--- src/rtl/mem_arb_pkg.sv ---
// mem_arb_pkg: shared types and constants for mem_req_arbiter (FSM states, default widths, port indices).
package mem_arb_pkg;
    typedef enum logic [2:0] {IDLE, ISSUE, WAITB, WAITD, DONE} state_t;
    localparam int DEF_AW = 22;
    localparam int DEF_DW = 8;
    localparam logic PORT_A = 1'b0;
    localparam logic PORT_B = 1'b1;
endpackage

--- src/rtl/mem_req_arbiter_if.sv ---
// mem_req_arbiter_if: requester ports A/B and memory-controller strobe interface of mem_req_arbiter.
//   a_*/b_* : req/we/addr/din in, done/dout out (per requester)
//   mc_*    : read_a/read_b/write/addr/din out, busy/dout_a/dout_b in (controller side)
//   master  : the arbiter's view; slave: the requesters' and controller's view
interface mem_req_arbiter_if #(
    parameter int AW = mem_arb_pkg::DEF_AW,
    parameter int DW = mem_arb_pkg::DEF_DW
);
    logic          a_req, a_we, a_done;
    logic [AW-1:0] a_addr;
    logic [DW-1:0] a_din, a_dout;
    logic          b_req, b_we, b_done;
    logic [AW-1:0] b_addr;
    logic [DW-1:0] b_din, b_dout;
    logic          mc_read_a, mc_read_b, mc_write, mc_busy;
    logic [AW-1:0] mc_addr;
    logic [DW-1:0] mc_din, mc_dout_a, mc_dout_b;
    modport master (
        input  a_req, a_we, a_addr, a_din, b_req, b_we, b_addr, b_din,
        input  mc_busy, mc_dout_a, mc_dout_b,
        output a_done, a_dout, b_done, b_dout,
        output mc_read_a, mc_read_b, mc_write, mc_addr, mc_din
    );
    modport slave (
        output a_req, a_we, a_addr, a_din, b_req, b_we, b_addr, b_din,
        output mc_busy, mc_dout_a, mc_dout_b,
        input  a_done, a_dout, b_done, b_dout,
        input  mc_read_a, mc_read_b, mc_write, mc_addr, mc_din
    );
endinterface

--- src/rtl/mem_arb_port_latch.sv ---
// mem_arb_port_latch: request capture, pending flag and read-data holding register for one requester.
//   req/we/addr/din        : request pulse and its attributes
//   fin                    : this port's granted transaction completes this cycle
//   mc_dout                : controller read data for this port
//   pend/we_q/addr_q/din_q : pending flag and captured request
//   done/dout              : completion pulse and held read data
module mem_arb_port_latch
    import mem_arb_pkg::*;
#(
    parameter int AW = DEF_AW,
    parameter int DW = DEF_DW
) (
    input  logic          clk,
    input  logic          rst_n,
    input  logic          req,
    input  logic          we,
    input  logic [AW-1:0] addr,
    input  logic [DW-1:0] din,
    input  logic          fin,
    input  logic [DW-1:0] mc_dout,
    output logic          pend,
    output logic          we_q,
    output logic [AW-1:0] addr_q,
    output logic [DW-1:0] din_q,
    output logic          done,
    output logic [DW-1:0] dout
);
    always_ff @(posedge clk or negedge rst_n) begin
        if (!rst_n) begin
            pend   <= 1'b0;
            we_q   <= 1'b0;
            addr_q <= '0;
            din_q  <= '0;
            done   <= 1'b0;
            dout   <= '0;
        end else begin
            done <= fin;
            // fin only happens while pending, so a request in that cycle is dropped
            pend <= fin ? 1'b0 : (pend | req);
            if (req && !pend) begin
                we_q   <= we;
                addr_q <= addr;
                din_q  <= din;
            end
            if (fin && !we_q)
                dout <= mc_dout;
        end
    end
    assert property (@(posedge clk) disable iff (!rst_n) !(req && pend))
        else $warning("mem_arb_port_latch: request while pending ignored");
endmodule

--- src/rtl/mem_req_arbiter.sv ---
// mem_req_arbiter: merges requesters A and B onto the single-transaction memory-controller strobe interface.
//   clk, rst_n : clock, asynchronous active-low reset
//   bus        : mem_req_arbiter_if.master (requester ports A/B and controller signals)
//   MEM_ARB_RR_EN defined: round-robin on ties (A wins the first); undefined: B always wins ties
module mem_req_arbiter
    import mem_arb_pkg::*;
#(
    parameter int AW = DEF_AW,
    parameter int DW = DEF_DW
) (
    input logic               clk,
    input logic               rst_n,
    mem_req_arbiter_if.master bus
);
    logic          pend_a, pend_b, we_a, we_b, pick, gnt, fin, load, sel_we;
    logic [AW-1:0] addr_a, addr_b;
    logic [DW-1:0] din_a, din_b;
    state_t        state, state_nxt;
`ifdef MEM_ARB_RR_EN
    logic last;
    // on a tie, serve whichever port did not win the previous grant
    assign pick = (pend_a && pend_b) ? ~last : (pend_b ? PORT_B : PORT_A);
    always_ff @(posedge clk or negedge rst_n) begin
        if (!rst_n)
            last <= PORT_B;
        else if (load)
            last <= pick;
    end
`else
    assign pick = pend_b ? PORT_B : PORT_A;
`endif
    always_comb begin
        state_nxt = state;
        case (state)
            IDLE:    state_nxt = ((pend_a || pend_b) && !bus.mc_busy) ? ISSUE : IDLE;
            ISSUE:   state_nxt = WAITB;
            WAITB:   state_nxt = bus.mc_busy ? WAITD : WAITB;
            WAITD:   state_nxt = bus.mc_busy ? WAITD : DONE;
            DONE:    state_nxt = ((pend_a || pend_b) && !bus.mc_busy) ? ISSUE : IDLE;
            default: state_nxt = IDLE;
        endcase
    end
    assign load   = state_nxt == ISSUE;
    assign fin    = state == WAITD && !bus.mc_busy;
    assign sel_we = pick ? we_b : we_a;
    // strobes are registered on entry to ISSUE so they are high for exactly that one cycle
    always_ff @(posedge clk or negedge rst_n) begin
        if (!rst_n) begin
            state         <= IDLE;
            gnt           <= PORT_A;
            bus.mc_read_a <= 1'b0;
            bus.mc_read_b <= 1'b0;
            bus.mc_write  <= 1'b0;
            bus.mc_addr   <= '0;
            bus.mc_din    <= '0;
        end else begin
            state         <= state_nxt;
            bus.mc_read_a <= load && !sel_we && pick == PORT_A;
            bus.mc_read_b <= load && !sel_we && pick == PORT_B;
            bus.mc_write  <= load && sel_we;
            if (load) begin
                gnt         <= pick;
                bus.mc_addr <= pick ? addr_b : addr_a;
                bus.mc_din  <= pick ? din_b : din_a;
            end
        end
    end
    mem_arb_port_latch #(.AW(AW), .DW(DW)) u_lat_a (
        .clk(clk), .rst_n(rst_n),
        .req(bus.a_req), .we(bus.a_we), .addr(bus.a_addr), .din(bus.a_din),
        .fin(fin && gnt == PORT_A), .mc_dout(bus.mc_dout_a),
        .pend(pend_a), .we_q(we_a), .addr_q(addr_a), .din_q(din_a),
        .done(bus.a_done), .dout(bus.a_dout)
    );
    mem_arb_port_latch #(.AW(AW), .DW(DW)) u_lat_b (
        .clk(clk), .rst_n(rst_n),
        .req(bus.b_req), .we(bus.b_we), .addr(bus.b_addr), .din(bus.b_din),
        .fin(fin && gnt == PORT_B), .mc_dout(bus.mc_dout_b),
        .pend(pend_b), .we_q(we_b), .addr_q(addr_b), .din_q(din_b),
        .done(bus.b_done), .dout(bus.b_dout)
    );
endmodule
--- src/flat_wrapper.sv ---
// flat-port wrapper written by rule: the top's interface ports become plain ports
module mem_req_arbiter_flat import mem_arb_pkg::*;
#(
    parameter int AW = DEF_AW,
    parameter int DW = DEF_DW
)
  (clk, rst_n, bus_a_req, bus_a_we, bus_a_addr, bus_a_din, bus_b_req, bus_b_we, bus_b_addr, bus_b_din, bus_mc_busy, bus_mc_dout_a, bus_mc_dout_b, bus_a_done, bus_a_dout, bus_b_done, bus_b_dout, bus_mc_read_a, bus_mc_read_b, bus_mc_write, bus_mc_addr, bus_mc_din);
  mem_req_arbiter_if #(.AW(AW), .DW(DW)) bus_i ();
  input logic clk;
  input logic rst_n;
  input wire logic [$bits(bus_i.a_req)-1:0] bus_a_req;
  input wire logic [$bits(bus_i.a_we)-1:0] bus_a_we;
  input wire logic [$bits(bus_i.a_addr)-1:0] bus_a_addr;
  input wire logic [$bits(bus_i.a_din)-1:0] bus_a_din;
  input wire logic [$bits(bus_i.b_req)-1:0] bus_b_req;
  input wire logic [$bits(bus_i.b_we)-1:0] bus_b_we;
  input wire logic [$bits(bus_i.b_addr)-1:0] bus_b_addr;
  input wire logic [$bits(bus_i.b_din)-1:0] bus_b_din;
  input wire logic [$bits(bus_i.mc_busy)-1:0] bus_mc_busy;
  input wire logic [$bits(bus_i.mc_dout_a)-1:0] bus_mc_dout_a;
  input wire logic [$bits(bus_i.mc_dout_b)-1:0] bus_mc_dout_b;
  output wire logic [$bits(bus_i.a_done)-1:0] bus_a_done;
  output wire logic [$bits(bus_i.a_dout)-1:0] bus_a_dout;
  output wire logic [$bits(bus_i.b_done)-1:0] bus_b_done;
  output wire logic [$bits(bus_i.b_dout)-1:0] bus_b_dout;
  output wire logic [$bits(bus_i.mc_read_a)-1:0] bus_mc_read_a;
  output wire logic [$bits(bus_i.mc_read_b)-1:0] bus_mc_read_b;
  output wire logic [$bits(bus_i.mc_write)-1:0] bus_mc_write;
  output wire logic [$bits(bus_i.mc_addr)-1:0] bus_mc_addr;
  output wire logic [$bits(bus_i.mc_din)-1:0] bus_mc_din;
  assign bus_i.a_req = bus_a_req;
  assign bus_i.a_we = bus_a_we;
  assign bus_i.a_addr = bus_a_addr;
  assign bus_i.a_din = bus_a_din;
  assign bus_i.b_req = bus_b_req;
  assign bus_i.b_we = bus_b_we;
  assign bus_i.b_addr = bus_b_addr;
  assign bus_i.b_din = bus_b_din;
  assign bus_i.mc_busy = bus_mc_busy;
  assign bus_i.mc_dout_a = bus_mc_dout_a;
  assign bus_i.mc_dout_b = bus_mc_dout_b;
  assign bus_a_done = bus_i.a_done;
  assign bus_a_dout = bus_i.a_dout;
  assign bus_b_done = bus_i.b_done;
  assign bus_b_dout = bus_i.b_dout;
  assign bus_mc_read_a = bus_i.mc_read_a;
  assign bus_mc_read_b = bus_i.mc_read_b;
  assign bus_mc_write = bus_i.mc_write;
  assign bus_mc_addr = bus_i.mc_addr;
  assign bus_mc_din = bus_i.mc_din;
  mem_req_arbiter #(.AW(AW), .DW(DW)) u_core (.clk(clk), .rst_n(rst_n), .bus(bus_i));
endmodule
--- config.mk ---
export PLATFORM = sky130hd
export DESIGN_NAME = mem_req_arbiter_flat
export DESIGN_NICKNAME = d
export VERILOG_FILES = /design/src/rtl/mem_arb_pkg.sv /design/src/rtl/mem_req_arbiter_if.sv /design/src/rtl/mem_arb_port_latch.sv /design/src/rtl/mem_req_arbiter.sv /design/src/flat_wrapper.sv
export SDC_FILE = /design/constraint.sdc
export NUM_CORES = 1
export LEC_CHECK = 0
export ABC_AREA = 1
export ABC_CLOCK_PERIOD_IN_PS = 3600
export CORE_ASPECT_RATIO = 0.8
export CORE_MARGIN = 3
export CORE_UTILIZATION = 45
export CTS_CLUSTER_DIAMETER = 200
export DETAILED_ROUTE_END_ITERATION = 6
export PLACE_DENSITY = 0.76
export SLEW_MARGIN = 15
export SYNTH_ARGS = -nofsm -noshare
export SYNTH_HDL_FRONTEND = slang
export SYNTH_HIERARCHICAL = 1
export SYNTH_SLANG_ARGS = --single-unit
--- constraint.sdc ---
create_clock -name clk -period 3.6 [get_ports clk]
set_clock_uncertainty 0.15 [all_clocks]
set_input_delay 0.72 -clock clk [delete_from_list [all_inputs] [get_ports clk]]
set_output_delay 0.72 -clock clk [all_outputs]
set_load 0.01 [all_outputs]
# Word-level counts from Yosys, hierarchy flattened
# Cells that the tools add are included.
dict set report classes {
  n_eq_ne 5
  mux 10
  bitwise 4
  reduce_logical 21
}
# cell n
set ops {}
lappend ops {{$mux 22} 1}
lappend ops {{$logic_and 1x1->1} 12}
lappend ops {{$pmux 3 s4} 1}
lappend ops {{$mux 8} 1}
lappend ops {{$eq 3x1->1 const B} 2}
lappend ops {{$eq 3x2->1 const B} 2}
lappend ops {{$logic_not 1->1} 6}
lappend ops {{$mux 1} 6}
lappend ops {{$eq 3x3->1 const B} 1}
lappend ops {{$logic_not 3->1} 1}
lappend ops {{$mux 3} 1}
lappend ops {{$not 1->1} 2}
lappend ops {{$or 1x1->1} 2}
lappend ops {{$reduce_or 2->1} 1}
lappend ops {{$logic_or 1x1->1} 1}
dict set report word_totals {
  reg_bits 119
  inputBits 83
  output_inout_bits 51
  elab_cells 59
}

# Depth between registers and ports, before layout
dict set report depth {
  word_depth 7
  mapped_depth 8
  mapped_depth_nobuf 7
}

# Cells and area by module
# The synthesis kept the hierarchy.
# module instances cells_per_inst area_per_inst_um2 seq_area_each_um2
set by_module_without_submodules {}
lappend by_module_without_submodules {mem_arb_port_latch 2 175 1641.6 1026.0}
lappend by_module_without_submodules {mem_req_arbiter 1 263 1894.3 925.9}

# Least setup slack after synthesis
# No wires, ideal clock.
dict set report synth_path {
  path_kind {input port to flip-flop}
  start {input bus_mc_busy}
  end {register u_core.u_lat_a.dout[0]}
  setup_time_ns 0.117
  arrival_time_ns 1.425
  required_time_ns 3.333
  slack_ns 1.908
  path_stages 7
  n_path_buf 1
  cell_sequence {nor2_1 > nand2_1 > nor2_1 > buf_2 > nand2_2 > nand2_1 > nand2_1}
}
dict set report synth_via {
  elab_chain_cells 4
}
# item line
set synth_lines {}
lappend synth_lines {{start, declared} flat_wrapper.sv:19} ;# input wire logic [$bits(bus_i.mc_busy)-1:0] bus_mc_busy;
lappend synth_lines {{$logic_not 1->1} mem_req_arbiter.sv:44} ;# assign fin = state == WAITD && !bus.mc_busy;
lappend synth_lines {{$logic_and 1x1->1} mem_req_arbiter.sv:44}
lappend synth_lines {{$logic_and 1x1->1} mem_req_arbiter.sv:71} ;# .fin(fin && gnt == PORT_A), .mc_dout(bus.mc_dout_a),
lappend synth_lines {{$logic_and 1x1->1} mem_arb_port_latch.sv:45} ;# if (fin && !we_q)
lappend synth_lines {{end signal, assigned} mem_arb_port_latch.sv:46} ;# dout <= mc_dout;
lappend synth_lines {{end, declared} mem_arb_port_latch.sv:26} ;# output logic [DW-1:0] dout
# Every way passes these cells.
# A chain may end at the register's enable or synchronous reset.

# Final worst setup path
dict set report layout_path {
  start {register u_core.state[1]}
  end {register u_core.bus.mc_addr[0]}
}
dict set report layout_via {
  elab_chain_cells 4
  elab_cells_between_ends 8
  cone_classes {5 x eq/ne; 1 x mux; 2 x reduce/logical}
}
# item line
set layout_lines {}
lappend layout_lines {{start, declared} mem_req_arbiter.sv:18} ;# state_t state, state_nxt;
lappend layout_lines {{start signal, assigned} mem_req_arbiter.sv:57} ;# state <= state_nxt;
lappend layout_lines {{$eq 3x3->1 / $logic_not 3->1 (equally long branches)} mem_req_arbiter.sv:34} ;# case (state)
lappend layout_lines {{$reduce_or 2->1 (no source line)} --}
lappend layout_lines {{$pmux 3 s4 *} mem_req_arbiter.sv:34}
lappend layout_lines {{$eq 3x1->1 *} mem_req_arbiter.sv:43} ;# assign load = state_nxt == ISSUE;
lappend layout_lines {{end signal, assigned} mem_req_arbiter.sv:63} ;# bus.mc_addr <= pick ? addr_b : addr_a;
lappend layout_lines {{end, declared} mem_req_arbiter_if.sv:22} ;# output mc_read_a, mc_read_b, mc_write, mc_addr, mc_din
# Mark *: on every way between the ends. The rest lies on a longest branch, timed or not.

==> metrics.yaml <==
total_power_w: 0.00580
cp_max_fo: 35
cts_setup_buffers: 0
core_region_area_um2: 11100
track_usage: 0.227
p_per_area_nw_per_um2: 823
htree_levels: 4
slew_headroom: 0.380
p_leak_nw: 3.63
yosysSeqAreaShare: 0.575
async_flop_share: 1.00
dieArea_um2: 12800
max-vdd-ir-drop_mv: 0.365
synth_common_cells: "nand2_1 (311), dfrtp_1 (119), nand3_1 (109), buf_4 (14), buf_2 (13)"
drv_cap: 0
synth.distinct_cells: 16
syn_area_per_cell_um2: 8.45
crit_required_ns: 3.73
postCtsHoldBufs: 0
grt_max_degree: 62
die_h_um: 102
netlist_area_um2: 5180
yosysTopAreaCell: "dfrtp_1"
overflow: 0
antenna_found_initial: 0
clock_latency_ns: 0.40
cts_buffers: 17
synth_most_common_cell: "nand2_1"
synth_edf_count: 0
core.rowCount: 34
maxSlewViolCount: 0
vias: 4575
syn2layout_area_growth_pct: 36.1
viasPerCell: 5.12
fin_crit_ns: 2.37
ant_nets: 0
hold_viol: 0
wirelength_um: 14100
antenna_cells: 0
start_util: 0.468
crit_family: "simple AND/OR/NAND/NOR gates"
setup_tns_ns: 0
ys_ff_latch: 119
fill_cells: 933
drtPass1Iterations: 5
crit_path_start: "u_core/state[1]"
drt-wirelength-per-cell_um: 15.7
cts_root_buf: "clkbuf_16"
synth_ff_type: "dfrtp_1"
hpwl_um: 9020
port_buffers: 133
synth_top_area_frac: 0.575
fin_crit_sh: 0.658
worstMarginPinSlew_ns: 0.928
grt_pass1_wl_um: 22900
cts.sinks: 119
timing.rr.start: "u_core/state[1]"
die_w_um: 126
worstHoldPathType: "input port to async pin"
rsz0062_at_grt: "false"
cts_resized: 0
finalSetupViolCount: 0
status: "finished, final reports clean"
synthCells: 613
crit_type: "flop to flop"
worst_path_most_repeated_cell: "nand2_1"
end_kind: "flop"
nets: 819
drt_iter0_drc: 347
cts.clk_slew.worst_paths_ns: 0.06
fmax_ghz: 0.422
drive_gt1_frac: 0.0694
yosys_warnings: 6
crit_chain: "nor2_4, nand3_4, nand2_1, nand2_1"
slowest_stage: "nor2_4"
synthTopCellsByArea: "dfrtp_1 (58%), nand2_1 (23%), nand3_1 (11%)"
gp_congestion: 0.781
ctsLongestPathBuffers: 2
syn_nets: 696
ioPinCount: 134
grt_pass1_vias: 4583
critPathMaxStageDelay_ns: 0.75
drcViolationCount: 0
arrival_ns: 2.50
worst-path-buf-inv: 0
cts_tree: "built"
start_kind: "flop"
-- stage by stage --
| step | worst slack [ns] | utilization | hold slack [ns] | cells | area [um^2] |
|---|---|---|---|---|---|
| 2_1_floorplan | 1.91 | - | 0.262 | 613 | 5180 |
| 3_3_place_gp | 1.17 | 0.584 | 0.278 | 861 | 6460 |
| 3_5_place_dp | 1.13 | 0.584 | 0.286 | 861 | 6460 |
| 4_1_cts | 1.24 | 0.637 | 0.254 | 893 | 7040 |
| 5_1_grt | 1.10 | 0.637 | 0.283 | 893 | 7040 |
| 6_report | 1.23 | 0.637 | 0.229 | 893 | 7040 |
-- report_power, final --
group / leakage, nW / total, W / switching, W / internal (W)
Clock: 0.287 / 0.00167 / 0.000570 / 0.00110
Sequential: 1.51 / 0.00225 / 0.000350 / 0.00190
Combinational: 1.83 / 0.00188 / 0.00105 / 0.000829
-- area by class of cell --
type                            instances  area (um^2)  area share
Multi-Input combinational cell        445         1870       0.265
Inverter                               11         41.3     0.00586
Tap cell                              144          180      0.0256
Clock inverter                         10          128      0.0181
Clock buffer                           22          454      0.0645
Timing Repair Buffer                  142         1400       0.198
Sequential cell                       119         2980       0.423
-- sequential cells by signal, indices dropped and copies added (netlist names), 8 cells and up --
signal / count
u_core/bus.mc_addr: 22
u_core/bus.mc_din: 8
u_core/u_lat_a/addr_q: 22
u_core/u_lat_a/din_q: 8
u_core/u_lat_a/dout: 8
u_core/u_lat_b/addr_q: 22
u_core/u_lat_b/din_q: 8
u_core/u_lat_b/dout: 8
-- layout by cell type, fill, tap and decap left out --
cell type and instances:
nor2_1 11, dfrtp_1 119, clkinvlp_4 1, nor2_4 1
clkdlybuf4s50_1 132, nor3_1 1, nand3_1 109, clkinv_2 6
clkbuf_1 4, bufinv_16 3, nand2_4 2, clkbuf_16 17
nand3_4 1, nor2_2 1, nand4_1 3, inv_2 6
nand2_1 311, inv_1 5, clkbuf_8 1, nand2_2 3
or2_1 2, buf_4 10
-- logic make-up after synthesis --
kind of cell / count (synthesis) / share of synthesized area
DFF: 119 / 0.575
and+or+nand+nor: 445 / 0.360
buffers and inverters: 49 / 0.0648
-- per-layer routing --
layer / up-vias / global-route usage / part of all wire
li1: 2176 / - / -
met1: 2172 / 0.310 / 0.44
met3: 20 / 0.0637 / 0.080
met2: 207 / 0.354 / 0.47
met5: - / 0 / 0
met4: 0 / 0.0791 / 0.016
-- worst paths after layout --
path | to | slack (ns) | depth (start not counted)
worst max-delay path | u_core/bus.mc_addr[0] | 1.23 | 4
worst min-delay path | u_core/bus.mc_addr[9] | 0.23 | 1
worst max register to register | u_core/bus.mc_addr[0] | 1.23 | 4
worst min register to register | u_core/state[1] | 0.29 | 1
max in group asynchronous | u_core/u_lat_a/addr_q[13] | 2.22 | 2
min in group clk | u_core/state[1] | 0.29 | 1
No activity file was read; power rests on OpenSTA's default activity.
